`src/rtl/ul_frame_collector_if.sv`:
```
`default_nettype none
// ============================================================================
// Module      : ul_frame_collector_if
// Description : Bundle between the UART RX byte path, the uplink frame
//               collector and the uplink FEC engine.
//               Signals:
//                 enc_used    frame mode (0 = 64-bit cluster, 1 = 16-bit)
//                 rx_valid    RX byte valid
//                 rx_data     RX byte
//                 rx_ready    collector can accept a byte
//                 data_out    payload bytes d0..d6 (index 0 = first after SOF)
//                 enc_used_o  mode latched at SOF
//                 enc0_*      64-bit cluster start/parity, crc0_data CRC byte
//                 enc1_*      16-bit cluster start/parity, crc1_data CRC nibble
//                 crc0_done   64-bit cluster CRC done (from engine)
//                 crc1_done   16-bit cluster CRC done (from engine)
//                 frame_done  frame fully processed (pulse)
//                 frame_err   frame aborted by timeout (pulse)
//                 sof_drop    non-SOF byte discarded while hunting (pulse)
//               Modports: slave = collector side, master = RX/engine side.
// Revision    : 1.0 - initial release
// ============================================================================
interface ul_frame_collector_if;
  logic            enc_used;
  logic            rx_valid;
  logic [7:0]      rx_data;
  logic            rx_ready;
  logic [6:0][7:0] data_out;
  logic            enc_used_o;
  logic            enc0_start;
  logic [7:0]      enc0_row_p;
  logic [7:0]      enc0_col_p;
  logic [7:0]      crc0_data;
  logic            enc1_start;
  logic [3:0]      enc1_row_p;
  logic [3:0]      enc1_col_p;
  logic [3:0]      crc1_data;
  logic            crc0_done;
  logic            crc1_done;
  logic            frame_done;
  logic            frame_err;
  logic            sof_drop;

  modport slave (
    input  enc_used, rx_valid, rx_data, crc0_done, crc1_done,
    output rx_ready, data_out, enc_used_o,
    output enc0_start, enc0_row_p, enc0_col_p, crc0_data,
    output enc1_start, enc1_row_p, enc1_col_p, crc1_data,
    output frame_done, frame_err, sof_drop
  );

  modport master (
    output enc_used, rx_valid, rx_data, crc0_done, crc1_done,
    input  rx_ready, data_out, enc_used_o,
    input  enc0_start, enc0_row_p, enc0_col_p, crc0_data,
    input  enc1_start, enc1_row_p, enc1_col_p, crc1_data,
    input  frame_done, frame_err, sof_drop
  );
endinterface
`default_nettype wire

```
`src/rtl/ul_frame_collector.sv`:
```
`default_nettype none
// ============================================================================
// Module      : ul_frame_collector
// Description : Uplink framing stage in front of the uplink FEC engine.
//               Hunts for SOF_BYTE, collects an 11-byte (64-bit cluster) or
//               6-byte (16-bit cluster) frame selected by enc_used, then
//               pulses the matching engine start and holds all outputs while
//               back-pressuring RX until the engine reports CRC done.
//               Ports:
//                 clk    system clock
//                 rst_n  asynchronous active-low reset
//                 bus    ul_frame_collector_if.slave (RX stream, engine
//                        payload/parity/CRC/start, done inputs, status pulses)
//               Optional feature macro: UL_FRAME_TIMEOUT_EN
//                 defined   -> inter-byte timeout aborts a stalled frame and
//                              pulses frame_err
//                 undefined -> no timeout logic, frame_err is always 0
// Revision    : 1.0 - initial release
// ============================================================================
module ul_frame_collector #(
  parameter logic [7:0] SOF_BYTE       = 8'hA5,
  parameter int         TIMEOUT_CYCLES = 1024,
  parameter int         TO_W           = $clog2(TIMEOUT_CYCLES)
) (
  input  wire logic           clk,
  input  wire logic           rst_n,
  ul_frame_collector_if.slave bus
);

  localparam logic [1:0] c_st_idle      = 2'd0;
  localparam logic [1:0] c_st_collect   = 2'd1;
  localparam logic [1:0] c_st_start     = 2'd2;
  localparam logic [1:0] c_st_wait_done = 2'd3;

  // Index of the final byte after SOF for each frame mode.
  localparam logic [3:0] c_last_idx_m0  = 4'd9;
  localparam logic [3:0] c_last_idx_m1  = 4'd4;

  logic [1:0]      r_state;
  logic            r_alive;
  logic [3:0]      r_idx;
  logic            r_enc_used;
  logic [6:0][7:0] r_data;
  logic [7:0]      r_crc0;
  logic [7:0]      r_row0;
  logic [7:0]      r_col0;
  logic [3:0]      r_crc1;
  logic [3:0]      r_row1;
  logic [3:0]      r_col1;
  logic            r_enc0_start;
  logic            r_enc1_start;
  logic            r_frame_done;
  logic            r_frame_err;
  logic            r_sof_drop;

  logic            w_rx_ready;
  logic            w_accept;
  logic            w_last;
  logic            w_done;
  logic            w_timeout;

  // r_alive keeps rx_ready low while reset is applied; it rises on the first
  // clock after release.
  assign w_rx_ready = r_alive & ((r_state == c_st_idle) | (r_state == c_st_collect));
  assign w_accept   = bus.rx_valid & w_rx_ready;
  assign w_last     = r_enc_used ? (r_idx == c_last_idx_m1) : (r_idx == c_last_idx_m0);
  // Only the done belonging to the latched mode ends the frame.
  assign w_done     = r_enc_used ? bus.crc1_done : bus.crc0_done;

`ifdef UL_FRAME_TIMEOUT_EN
  logic [TO_W-1:0] r_to_cnt;

  // Counts idle cycles inside COLLECT; any other state or an accept clears it,
  // so a fresh SOF always starts the window from zero.
  always_ff @(posedge clk or negedge rst_n) begin
    if (!rst_n) begin
      r_to_cnt <= '0;
    end else if ((r_state == c_st_collect) && !w_accept) begin
      r_to_cnt <= r_to_cnt + TO_W'(1);
    end else begin
      r_to_cnt <= '0;
    end
  end

  // An accept in the expiry cycle wins over the timeout.
  assign w_timeout = (r_state == c_st_collect) && !w_accept &&
                     (r_to_cnt == TO_W'(TIMEOUT_CYCLES - 1));
`else
  // Timeout parameters stay referenced so both builds share one interface.
  logic [TO_W-1:0] w_unused_to_limit;
  assign w_unused_to_limit = TO_W'(TIMEOUT_CYCLES - 1);
  assign w_timeout         = 1'b0;
`endif

  always_ff @(posedge clk or negedge rst_n) begin
    if (!rst_n) begin
      r_state      <= c_st_idle;
      r_alive      <= 1'b0;
      r_idx        <= '0;
      r_enc_used   <= 1'b0;
      r_data       <= '0;
      r_crc0       <= '0;
      r_row0       <= '0;
      r_col0       <= '0;
      r_crc1       <= '0;
      r_row1       <= '0;
      r_col1       <= '0;
      r_enc0_start <= 1'b0;
      r_enc1_start <= 1'b0;
      r_frame_done <= 1'b0;
      r_frame_err  <= 1'b0;
      r_sof_drop   <= 1'b0;
    end else begin
      r_alive      <= 1'b1;
      r_enc0_start <= 1'b0;
      r_enc1_start <= 1'b0;
      r_frame_done <= 1'b0;
      r_frame_err  <= 1'b0;
      r_sof_drop   <= 1'b0;

      case (r_state)
        c_st_idle: begin
          if (w_accept) begin
            if (bus.rx_data == SOF_BYTE) begin
              r_enc_used <= bus.enc_used;
              r_idx      <= '0;
              r_data     <= '0;
              r_crc0     <= '0;
              r_row0     <= '0;
              r_col0     <= '0;
              r_crc1     <= '0;
              r_row1     <= '0;
              r_col1     <= '0;
              r_state    <= c_st_collect;
            end else begin
              r_sof_drop <= 1'b1;
            end
          end
        end

        c_st_collect: begin
          if (w_accept) begin
            // Inside a frame every byte is positional; SOF_BYTE is plain data.
            if (!r_enc_used) begin
              case (r_idx)
                4'd7:    r_crc0 <= bus.rx_data;
                4'd8:    r_row0 <= bus.rx_data;
                4'd9:    r_col0 <= bus.rx_data;
                default: if (r_idx < 4'd7) r_data[r_idx[2:0]] <= bus.rx_data;
              endcase
            end else begin
              case (r_idx)
                4'd3: r_crc1 <= bus.rx_data[3:0];
                4'd4: begin
                  r_row1 <= bus.rx_data[3:0];
                  r_col1 <= bus.rx_data[7:4];
                end
                default: if (r_idx < 4'd3) r_data[r_idx[2:0]] <= bus.rx_data;
              endcase
            end
            r_idx <= r_idx + 4'd1;
            if (w_last) begin
              r_state      <= c_st_start;
              r_enc0_start <= ~r_enc_used;
              r_enc1_start <= r_enc_used;
            end
          end else if (w_timeout) begin
            // Partial contents are left in the output registers.
            r_state     <= c_st_idle;
            r_frame_err <= 1'b1;
          end
        end

        // A done arriving while the start pulse is still out is honoured.
        c_st_start: begin
          if (w_done) begin
            r_state      <= c_st_idle;
            r_frame_done <= 1'b1;
          end else begin
            r_state <= c_st_wait_done;
          end
        end

        c_st_wait_done: begin
          if (w_done) begin
            r_state      <= c_st_idle;
            r_frame_done <= 1'b1;
          end
        end

        default: r_state <= c_st_idle;
      endcase
    end
  end

  assign bus.rx_ready   = w_rx_ready;
  assign bus.data_out   = r_data;
  assign bus.enc_used_o = r_enc_used;
  assign bus.enc0_start = r_enc0_start;
  assign bus.enc0_row_p = r_row0;
  assign bus.enc0_col_p = r_col0;
  assign bus.crc0_data  = r_crc0;
  assign bus.enc1_start = r_enc1_start;
  assign bus.enc1_row_p = r_row1;
  assign bus.enc1_col_p = r_col1;
  assign bus.crc1_data  = r_crc1;
  assign bus.frame_done = r_frame_done;
  assign bus.frame_err  = r_frame_err;
  assign bus.sof_drop   = r_sof_drop;

endmodule
`default_nettype wire

```
`src/flat_wrapper.sv`:
```
// flat-port wrapper written by rule: the top's interface ports become plain ports
module ul_frame_collector_flat 
#(
  parameter logic [7:0] SOF_BYTE       = 8'hA5,
  parameter int         TIMEOUT_CYCLES = 1024,
  parameter int         TO_W           = $clog2(TIMEOUT_CYCLES)
)
  (clk, rst_n, bus_enc_used, bus_rx_valid, bus_rx_data, bus_crc0_done, bus_crc1_done, bus_rx_ready, bus_data_out, bus_enc_used_o, bus_enc0_start, bus_enc0_row_p, bus_enc0_col_p, bus_crc0_data, bus_enc1_start, bus_enc1_row_p, bus_enc1_col_p, bus_crc1_data, bus_frame_done, bus_frame_err, bus_sof_drop);
  ul_frame_collector_if bus_i ();
  input  wire logic clk;
  input  wire logic rst_n;
  input wire logic [$bits(bus_i.enc_used)-1:0] bus_enc_used;
  input wire logic [$bits(bus_i.rx_valid)-1:0] bus_rx_valid;
  input wire logic [$bits(bus_i.rx_data)-1:0] bus_rx_data;
  input wire logic [$bits(bus_i.crc0_done)-1:0] bus_crc0_done;
  input wire logic [$bits(bus_i.crc1_done)-1:0] bus_crc1_done;
  output wire logic [$bits(bus_i.rx_ready)-1:0] bus_rx_ready;
  output wire logic [$bits(bus_i.data_out)-1:0] bus_data_out;
  output wire logic [$bits(bus_i.enc_used_o)-1:0] bus_enc_used_o;
  output wire logic [$bits(bus_i.enc0_start)-1:0] bus_enc0_start;
  output wire logic [$bits(bus_i.enc0_row_p)-1:0] bus_enc0_row_p;
  output wire logic [$bits(bus_i.enc0_col_p)-1:0] bus_enc0_col_p;
  output wire logic [$bits(bus_i.crc0_data)-1:0] bus_crc0_data;
  output wire logic [$bits(bus_i.enc1_start)-1:0] bus_enc1_start;
  output wire logic [$bits(bus_i.enc1_row_p)-1:0] bus_enc1_row_p;
  output wire logic [$bits(bus_i.enc1_col_p)-1:0] bus_enc1_col_p;
  output wire logic [$bits(bus_i.crc1_data)-1:0] bus_crc1_data;
  output wire logic [$bits(bus_i.frame_done)-1:0] bus_frame_done;
  output wire logic [$bits(bus_i.frame_err)-1:0] bus_frame_err;
  output wire logic [$bits(bus_i.sof_drop)-1:0] bus_sof_drop;
  assign bus_i.enc_used = bus_enc_used;
  assign bus_i.rx_valid = bus_rx_valid;
  assign bus_i.rx_data = bus_rx_data;
  assign bus_i.crc0_done = bus_crc0_done;
  assign bus_i.crc1_done = bus_crc1_done;
  assign bus_rx_ready = bus_i.rx_ready;
  assign bus_data_out = bus_i.data_out;
  assign bus_enc_used_o = bus_i.enc_used_o;
  assign bus_enc0_start = bus_i.enc0_start;
  assign bus_enc0_row_p = bus_i.enc0_row_p;
  assign bus_enc0_col_p = bus_i.enc0_col_p;
  assign bus_crc0_data = bus_i.crc0_data;
  assign bus_enc1_start = bus_i.enc1_start;
  assign bus_enc1_row_p = bus_i.enc1_row_p;
  assign bus_enc1_col_p = bus_i.enc1_col_p;
  assign bus_crc1_data = bus_i.crc1_data;
  assign bus_frame_done = bus_i.frame_done;
  assign bus_frame_err = bus_i.frame_err;
  assign bus_sof_drop = bus_i.sof_drop;
  ul_frame_collector #(.SOF_BYTE(SOF_BYTE), .TIMEOUT_CYCLES(TIMEOUT_CYCLES), .TO_W(TO_W)) u_core (.clk(clk), .rst_n(rst_n), .bus(bus_i));
endmodule
```
`config.mk`:
```
export PLATFORM = sky130hd
export DESIGN_NAME = ul_frame_collector_flat
export DESIGN_NICKNAME = d
export VERILOG_FILES = /design/src/rtl/ul_frame_collector_if.sv /design/src/rtl/ul_frame_collector.sv /design/src/flat_wrapper.sv
export SDC_FILE = /design/constraint.sdc
export NUM_CORES = 1
export LEC_CHECK = 0
export ABC_AREA = 1
export CAP_MARGIN = 20
export CORE_MARGIN = 5
export CORE_UTILIZATION = 40
export CTS_CLUSTER_DIAMETER = 40
export DETAILED_ROUTE_END_ITERATION = 8
export HOLD_SLACK_MARGIN = 0.02
export PLACE_DENSITY = 0.66
export SLEW_MARGIN = 20
export SYNTH_ARGS = -nofsm -noshare
export SYNTH_HDL_FRONTEND = slang
export SYNTH_SLANG_ARGS = --single-unit
```
`constraint.sdc`:
```
create_clock -name clk -period 3.7 [get_ports clk]
set_clock_uncertainty 0.05 [all_clocks]
set_input_delay 0.925 -clock clk [delete_from_list [all_inputs] [get_ports clk]]
set_output_delay 0.925 -clock clk [all_outputs]
set_load 0.05 [all_outputs]
```
==> results.tsv <==
stage	metric	value	unit
setup_path	WP data required	3930	ps
setup_path	crit path cell chain	clkdlybuf4s50_1 > nand2_1 > nor2_1 > nand2_1 > nand2_2 > nand2_1 > nor2_1 > nand2_1 > nand2_1	
route	post-route ant nets	0	
setup_path	crit path DAT	2980	ps
clock_network	Skew-Pair Late Insertion Delay	340	ps
power_and_ir_drop	Worst IR Drop VDD	0.357	mV
timing	Fmax	363	MHz
cells_and_area	Fillers	1115	
setup_path	Top cell by count, worst path	nand2_1	
floorplan	core area	0.0115	mm^2
setup_path	CP endpoint kind	register	
timing	Final Hold Viols	0	
worst_hold_path	worst min path class	register to register	
setup_path	critical path class	input port to register	
logic_synthesis	fraction of registers with async set/reset	1.00	
setup_path	critical path peak fanout	14	
floorplan	io pins	113	
global_route	first-pass GRT wire length	22.2	mm
clock_network	# Post-CTS Setup Buffers	0	
logic_synthesis	synth top area cells	dfrtp_1 (55%), nand2_1 (18%), nand4_1 (8.4%)	
floorplan	Die Area	0.0142	mm^2
power_and_ir_drop	Int Pwr	2330	uW
run_status	status	completed	
global_route	GRT Util Overall	0.192	
run	maxcap violations	0	
cells_and_area	Final Util	0.539	
global_route	GRT overflow	0	
cells_and_area	Final #Nets	662	
logic_synthesis	most area-hungry cell type in the Yosys netlist	dfrtp_1	
power_and_ir_drop	Clock Power Share	0.221	
timing	RSZ-0062 raised after global routing	false	
power_and_ir_drop	Tot Pwr	4370	uW
floorplan	die height	119	um
logic_synthesis	post-synthesis sequential area ratio	0.547	
clock_network	Num CTS Buffers	9	
clock_network	CTS Hold Buffers Added	0	
global_route	initial antenna violation count	0	
clock_network	CTS sink cnt	104	
clock_network	CTS tree	built	
timing	Worst Slack Setup Final	946	ps
clock_network	post-CTS sizing	0	
logic_synthesis	Synth Instances	552	
global_route	vias in the first global route	4156	
timing	fin crit share	0.744	
logic_synthesis	cell area after technology mapping	0.00476	mm^2
route	wire length per cell	17.1	um
route	Vias per Instance	5.24	
logic_synthesis	Post-synth EDFFs	0	
power_and_ir_drop	sequential power share	0.338	
timing	setup violators final	0	
route	Vias	4152	
logic_synthesis	Synth Warn #	0	
route	DRT Wirelength	13.6	mm
logic_synthesis	ys flop type	dfrtp_1	
cells_and_area	layout cell share with drive strength beyond 1	0.0708	
route	drt first pass iters	5	
cells_and_area	n_diodes	0	
global_route	met1 Usage GRT	0.269	
cells_and_area	area added between synthesis and finish	30.4	%
global_route	M3 GR Usage	0.0479	
route	Initial DRC Count	351	
setup_path	Worst Path Buf+Inv	1	
route	# DRC	0	
global_route	Top Usage Layer GRT	met2	
setup_path	CP Launch Type	input port	
logic_synthesis	Mapped Nets	569	
setup_path	Slowest-stage cell, CP	clkdlybuf4s50_1	
placed_design	GPL Wtd Cong	0.846	
placed_design	port bufs	111	
power_and_ir_drop	PD cells	704	mW/mm^2
floorplan	Die W	119	um
power_and_ir_drop	combinational power share	0.441	
logic_synthesis	Mapped Avg Cell Area	8.62	um^2
global_route	largest net degree at the start of global routing	64	
timing	Slew headroom	0.463	
setup_path	slowest cell delay on critical path	500	ps
power_and_ir_drop	Psw	2040	uW
timing	sum of negative setup slack	0	ps
logic_synthesis	number of distinct library cells after synthesis	30	
placed_design	worst slack at placement	594	ps
clock_network	clock root buffer	clkbuf_16	
timing	max-slew violations	0	
power_and_ir_drop	switching part of the total power	0.467	
logic_synthesis	top-area cell type share of the netlist area	0.547	
clock_network	register clock-pin slew on the reported worst setup and hold paths	70	ps
placed_design	post-DP HPWL	9.06	mm
floorplan	Starting Density	0.413	
timing	actual slew at the worst max-slew pin	800	ps
timing	post-layout min period	2750	ps
global_route	grt met2 use	0.304	
setup_path	cell family with most CP delay	simple AND/OR/NAND/NOR gates	
logic_synthesis	Synth Register Bits	104	
floorplan	row count	39	
clock_network	depth of the CTS H-tree	3	
clock_network	CTS max path bufs	2	
power_and_ir_drop	P_leak	0.00311	uW
==> state kept, by name, indices dropped and copies added, names as in the netlist <==
register	flops
u_core.bus.enc_used_o	1
u_core.r_idx	4
u_core.bus.enc1_row_p	4
u_core.r_alive	1
u_core.bus.enc0_start	1
u_core.bus.frame_done	1
u_core.r_state	2
u_core.bus.enc1_start	1
u_core.bus.crc1_data	4
u_core.bus.enc0_col_p	8
u_core.bus.sof_drop	1
u_core.bus.crc0_data	8
u_core.bus.enc0_row_p	8
u_core.bus.enc1_col_p	4
u_core.bus.data_out	56
==> worst register-to-register path: cells and delay by family (launching register included) <==
kind                   cells  cell delay, ps
buffers and inverters      1             100
DFF                        1             500
and+or+nand+nor            5            1810
==> power by group through the flow <==
stage	logic [uW]	clock network [uW]	registers, uW
floorplan	872	0	1980
global placement	1900	0	1490
detailed placement	1920	0	1490
CTS	1930	978	1480
global route	2060	1030	1500
finish	1930	964	1480
==> metal layers <==
| layer | up-vias | part of all wire |
|---|---|---|
| met5 | - | 0 |
| met1 | 1980 | 0.46 |
| met3 | 16 | 0.076 |
| met4 | 0 | 0.012 |
| met2 | 160 | 0.46 |
| li1 | 1996 | - |
==> worst paths after layout <==
check	from	endpoint	slack, ps	depth (start not counted)
worst max-delay path	bus_rx_data[7]	u_core.bus.enc1_col_p[2]	950	9
worst min-delay path	u_core.bus.crc0_data[0]	u_core.bus.crc0_data[0]	420	2
worst max register to register	u_core.r_state[0]	u_core.bus.data_out[30]	1190	6
worst min register to register	u_core.bus.crc0_data[0]	u_core.bus.crc0_data[0]	420	2
max in group asynchronous	rst_n	u_core.bus.data_out[21]	2290	2
min in group asynchronous	rst_n	u_core.bus.crc1_data[1]	610	1
==> cell usage in the layout, fill, tap and decap left out, drive strengths merged <==
cell	Yosys	layout
clkinv	0	1
conb	2	2
nor3	3	3
clkdlybuf4s50	0	110
bufinv	0	1
nand4	68	68
clkbuf	1	9
inv	30	33
nand2	223	223
dfrtp	104	104
ha	3	3
o21ai	16	16
nor2	25	25
o211ai	2	2
a21oi	4	4
buf	30	3
nor4	1	1
clkinvlp	0	2
xor2	1	1
nand3	38	38
and2	1	1
==> stage by stage <==
stage	area, um^2	hold WS [ps]	cells
after floorplan	4760	477	552
after global placement	5900	407	777
after detailed placement	5900	413	777
after CTS	6200	430	793
after global routing	6200	449	793
final	6200	423	793
==> kinds of logic after synthesis <==
| kind of cell | share of synthesized area |
|---|---|
| AOI/OAI and AO/OA | 0.0260 |
| xor gates and xnor gates | 0.00184 |
| adders and majority gates | 0.00789 |
| buffers and inverters | 0.0639 |
| DFF | 0.547 |
| other | 0.00158 |
| and+or+nand+nor | 0.352 |
==> synthesized netlist by cell type (3+ instances only) <==
| library cell | count |
|---|---|
| nand4_2 | 4 |
| inv_2 | 7 |
| o21ai_0 | 16 |
| buf_2 | 15 |
| ha_1 | 3 |
| nor2_2 | 5 |
| buf_4 | 13 |
| nor2_4 | 5 |
| a21oi_1 | 3 |
| nand3_1 | 36 |
| inv_1 | 23 |
| nand2_1 | 222 |
| nand4_1 | 64 |
| nor2_1 | 15 |
| dfrtp_1 | 104 |
==> layout make-up <==
class,count,area [um^2],share of cell area
Clock buffer,9,225,0.0363
Clock inverter,7,76.3,0.0123
Inverter,30,113,0.0182
Multi-Input combinational cell,387,1860,0.300
Sequential cell,104,2600,0.420
Tap cell,143,179,0.0288
Timing Repair Buffer,113,1150,0.185
(Power assumes the default switching activity.)
